## src/rtl/pipe_stage_buf_pkg.sv

```systemverilog
// Shared types and constants for the elastic pipeline stage buffer.
// Holds the stage FSM encoding and the NOP word shown by an empty stage.
package pipe_stage_buf_pkg;

   typedef enum logic [1:0] {
      ST_EMPTY = 2'd0,
      ST_ONE   = 2'd1,
      ST_FULL  = 2'd2
   } state_t;

   localparam int          INSTR_W   = 32;
   localparam logic [31:0] NOP_INSTR = 32'h0;

endpackage

```

## src/rtl/pipe_stage_buf_slot.sv

```systemverilog
// One payload register of the stage (main or skid).
// Clear has priority over load so a flush always wins against a same-cycle capture.
module pipe_stage_buf_slot #(
   parameter int W = 128
) (
   input  logic         clk,
   input  logic         reset,
   input  logic         load,
   input  logic         clr,
   input  logic [W-1:0] d,
   output logic [W-1:0] q
);

   always_ff @(posedge clk) begin
      if (reset || clr) begin
         q <= '0;
      end else if (load) begin
         q <= d;
      end
   end

endmodule

```

## src/rtl/pipe_stage_buf.sv

```systemverilog
// Elastic pipeline stage register with a 2-entry skid buffer, valid/ready handshake,
// synchronous flush and a saturating back-pressure stall counter.
module pipe_stage_buf
   import pipe_stage_buf_pkg::*;
#(
   parameter int DATA_W = 64,
   parameter int PC_W   = 32,
   parameter int CNT_W  = 16
) (
   input  logic              clk,
   input  logic              reset,
   input  logic              flush,
   input  logic              in_valid,
   output logic              in_ready,
   input  logic [31:0]       in_instr,
   input  logic [PC_W-1:0]   in_pc,
   input  logic [DATA_W-1:0] in_data,
   output logic              out_valid,
   input  logic              out_ready,
   output logic [31:0]       out_instr,
   output logic [PC_W-1:0]   out_pc,
   output logic [DATA_W-1:0] out_data,
   output logic [CNT_W-1:0]  stall_cnt
);

   localparam int W = INSTR_W + PC_W + DATA_W;

   state_t         state, state_nxt;
   logic           in_fire, out_fire;
   logic           main_load, main_clr, skid_load, skid_clr;
   logic [W-1:0]   in_word, main_d, main_q, skid_q;

   assign in_word   = {in_instr, in_pc, in_data};
   assign out_valid = (state != ST_EMPTY);
   assign in_fire   = in_valid & in_ready;
   assign out_fire  = out_valid & out_ready;
   // When draining FULL the main slot refills from the skid slot, otherwise from the input.
   assign main_d    = (state == ST_FULL) ? skid_q : in_word;

   always_ff @(posedge clk) begin
      if (reset) begin
         state    <= ST_EMPTY;
         in_ready <= 1'b1;
      end else begin
         state    <= state_nxt;
         in_ready <= (state_nxt != ST_FULL);
      end
   end

   always_comb begin
      state_nxt = state;
      main_load = 1'b0;
      main_clr  = 1'b0;
      skid_load = 1'b0;
      skid_clr  = 1'b0;
      if (flush) begin
         state_nxt = ST_EMPTY;
         main_clr  = 1'b1;
         skid_clr  = 1'b1;
      end else begin
         unique case (state)
            ST_EMPTY: begin
               if (in_fire) begin
                  state_nxt = ST_ONE;
                  main_load = 1'b1;
               end
            end
            ST_ONE: begin
               if (in_fire && out_fire) begin
                  main_load = 1'b1;
               end else if (in_fire) begin
                  state_nxt = ST_FULL;
                  skid_load = 1'b1;
               end else if (out_fire) begin
                  state_nxt = ST_EMPTY;
                  main_clr  = 1'b1;
               end
            end
            ST_FULL: begin
               if (out_fire) begin
                  state_nxt = ST_ONE;
                  main_load = 1'b1;
                  skid_clr  = 1'b1;
               end
            end
            default: begin
               state_nxt = ST_EMPTY;
               main_clr  = 1'b1;
               skid_clr  = 1'b1;
            end
         endcase
      end
   end

   pipe_stage_buf_slot #(.W(W)) u_main (
      .clk   (clk),
      .reset (reset),
      .load  (main_load),
      .clr   (main_clr),
      .d     (main_d),
      .q     (main_q)
   );

   pipe_stage_buf_slot #(.W(W)) u_skid (
      .clk   (clk),
      .reset (reset),
      .load  (skid_load),
      .clr   (skid_clr),
      .d     (in_word),
      .q     (skid_q)
   );

   assign out_instr = out_valid ? main_q[W-1 -: INSTR_W] : NOP_INSTR;
   assign out_pc    = out_valid ? main_q[DATA_W +: PC_W] : '0;
   assign out_data  = out_valid ? main_q[DATA_W-1:0]     : '0;

   always_ff @(posedge clk) begin
      if (reset) begin
         stall_cnt <= '0;
      end else if (out_valid && !out_ready && (stall_cnt != {CNT_W{1'b1}})) begin
         stall_cnt <= stall_cnt + 1'b1;
      end
   end

endmodule

```

## config.mk

```make
export PLATFORM = sky130hd
export DESIGN_NAME = pipe_stage_buf
export DESIGN_NICKNAME = d
export VERILOG_FILES = /design/src/rtl/pipe_stage_buf_pkg.sv /design/src/rtl/pipe_stage_buf_slot.sv /design/src/rtl/pipe_stage_buf.sv
export SDC_FILE = /design/constraint.sdc
export NUM_CORES = 1
export LEC_CHECK = 0
export ABC_AREA = 1
export CORE_MARGIN = 2
export CORE_UTILIZATION = 53
export DETAILED_ROUTE_END_ITERATION = 16
export HOLD_SLACK_MARGIN = 0.05
export PLACE_DENSITY = 0.93
export SETUP_SLACK_MARGIN = 0.5
export SYNTH_ARGS = -nofsm -noshare
export SYNTH_HDL_FRONTEND = slang
export SYNTH_HIERARCHICAL = 1
export SYNTH_SLANG_ARGS = --single-unit
```

## constraint.sdc

```tcl
create_clock -name clk -period 2 [get_ports clk]
set_input_delay 0.4 -clock clk [delete_from_list [all_inputs] [get_ports clk]]
set_output_delay 0.4 -clock clk [all_outputs]
set_load 0.02 [all_outputs]
```

==> impl_metrics.csv <==
group,metric,value,unit
placed_design,hpwlAfterDp,25400,um
floorplan,die_y,168,um
setup_path,cp-start-kind,"register",
synth,syn-num-nets,2613,
final_layout,nNetsFinal,2880,
setup_path,arrival,1.72,ns
drt,num_vias,14855,
cts,clk_pin_slew_worst_paths,0.06,ns
timing,setup_viol,208,
drt,vias_per_cell,4.77,
timing,fin_crit_sh,106,%
flow_run,drv_cap,0,
final_layout,nFillCells,2048,
placed_design,place_ws,-0.159,ns
synth,synthArstFlopShare,0,%
timing,finalHoldViolations,0,
synth,ys_ff_latch,275,
cts,cts_buffers,30,
timing,slew_viol_final,0,
global_routing,overflow,0,
synth,yosysSeqAreaShare,38.5,%
synth,netlist_area,0.0143,mm^2
worst_hold_path,worstHoldPathType,"register to register",
cts,clock_latency,0.55,ns
drt,drtIter0Drc,1183,
floorplan,num_io_pins,279,
final_layout,syn2layout_area_growth,30.3,%
cts,cts_tree,"yes",
synth,syn_avg_cell_area,5.77,um^2
pwr,p_leak,0.00885,uW
synth,ys.flop_type,"dfxtp_1",
outcome,status,"complete, but fails checks",
timing,slew_headroom,59.2,%
drt,wl_per_cell,13.0,um
timing,timing.final.ws_setup,-0.119,ns
cts,ctsLongestPathBuffers,3,
global_routing,grt_pass1_wl,63800,um
drt,drc,0,
placed_design,gp_congestion,0.870,
floorplan,die_area,0.0283,mm^2
timing,rsz0062_at_grt,"yes",
setup_path,path_max_fanout,18,
synth,ys_warn_count,6,
timing,fin_crit,2.12,ns
cts,htreeDepth,1,
timing,fmax,472,MHz
setup_path,required,1.60,ns
synth,syn_inst,2479,
final_layout,layout_commonest_cell,"nand2_1",
setup_path,endpoint_kind,"output port",
cts,cts_root_buffer,"clkbuf_16",
outcome,violations,"negative setup slack",
floorplan,rows,60,
floorplan,core_area,0.0267,mm^2
setup_path,worstSetupPathType,"register to output port",
synth,synth_edf_count,0,
floorplan,die_w,168,um
synth,yosysUniqueCellTypes,30,
final_layout,drive_gt1_share,11.1,%
global_routing,antenna_found_initial,7,
pwr,ir_drop,0.000723,V
pwr,power.density,710,mW/mm^2
timing,skew,0.0102,ns
drt,ant_nets,0,
cts,postCtsHoldBufs,0,
drt,first_pass_iters,7,
floorplan,initial_core_util,53.5,%
final_layout,final_cell_mix,"948 x nand2_1, 650 x nor2_1, 400 x inv_1",
global_routing,grt_pass1_vias,14013,
global_routing,track_usage,26.7,%
timing,worstMarginPinSlew,0.612,ns
cts,clock_sinks,275,
drt,totalWireLength,40500,um
placed_design,port_buffers,278,
final_layout,fin_util,69.8,%
global_routing,grt_max_degree,130,
[layout make-up]
| type | instances | area (um^2) | area share (%) |
|---|---|---|---|
| repair inverters | 1 | 8.76 | 0.0470 |
| inverters | 404 | 1540 | 8.23 |
| clock buffers | 43 | 871 | 4.67 |
| clock inverters | 12 | 190 | 1.02 |
| flip-flops and latches | 275 | 5510 | 29.5 |
| well taps | 341 | 427 | 2.29 |
| multi-input cells | 1672 | 6620 | 35.5 |
| repair buffers | 362 | 3480 | 18.6 |
| diodes | 7 | 17.5 | 0.0939 |
[kinds of logic after synthesis]
kind of cell | Yosys count | synth area share (%)
AOI/OAI and AO/OA | 21 | 1.03
xor gates and xnor gates | 7 | 0.428
adders and majority gates | 1 | 0.0874
buffers and inverters | 532 | 16.0
DFF | 275 | 38.5
and+or+nand+nor | 1643 | 44.0
[worst max-delay path, stage by stage, from the launching register on]
cell and delay [ns]:
dfxtp_2 0.33, nor2_4 0.12, buf_12 0.20, buf_16 0.18, nor2_1 0.05, clkdlybuf4s15_1 0.28
[what timing repair did]
| action | in CTS | in global routing |
|---|---|---|
| gates resized for setup | 369 | 158 |
| pin swaps | 1 | 1 |
| gates cloned | 4 | 7 |
| endpoints found under the setup margin | 418 | 421 |
| setup buffers | 3 | 9 |
[through the flow]
step                cells  hold slack [ns]  instance area [um^2]  TNS [ns]  total power (uW)
finish               3117            0.468                 18700     -7.81             13200
global route         3116            0.485                 18700    -41.98             13800
CTS                  3094            0.463                 18500    -21.30             13200
detailed placement   3032            0.462                 17500    -24.89              7310
global placement     3032            0.457                 17500    -22.63              7260
floorplan            2479            0.449                 14300         0              6710
[registers in the layout, summed over array words and instances, names as in the netlist]
| signal | flops |
|---|---|
| stall_cnt | 16 |
| in_ready | 1 |
| u_skid/q | 128 |
| u_main/q | 128 |
| state | 2 |
[power by group]
group | total, uW | internal, uW | switching [uW]
clock | 5880 | 3650 | 2230
sequential | 5660 | 5600 | 64.3
combinational | 1700 | 762 | 937
total | 13200 | 10000 | 3230
[final timing paths]
kind,end,from,cells after the start,slack (ns)
max reg2reg,u_main/q[54]$_SDFFE_PP0P_,state[0]$_SDFF_PP0_,12,-0.10
min,u_skid/q[77]$_SDFFE_PP0P_,u_skid/q[77]$_SDFFE_PP0P_,2,0.47
min reg2reg,u_skid/q[77]$_SDFFE_PP0P_,u_skid/q[77]$_SDFFE_PP0P_,2,0.47
max,out_pc[31],state[0]$_SDFF_PP0_,5,-0.12
[layer usage]
layer	share of wire [%]	wire, um	track usage (%)
met5	0	0	0
met4	4.5	1840	14.9
met3	5.9	2400	4.28
met2	50	20200	48.4
met1	40	16100	29.9
[cell usage after synthesis (3+ instances only)]
cell type  count  area, um^2
buf_2         72         360
a21oi_1        4        20.0
clkbuf_1       4        15.0
nand2_1      951        3570
a21oi_2       10        87.6
buf_4         50         375
nor2_1       665        2500
nand2_2        3        18.8
o21ai_0        4        20.0
dfxtp_1      275        5510
xor2_1         4        35.0
nand3_1        8        40.0
inv_1        402        1510
xnor2_1        3        26.3
(Power assumes the default switching activity.)
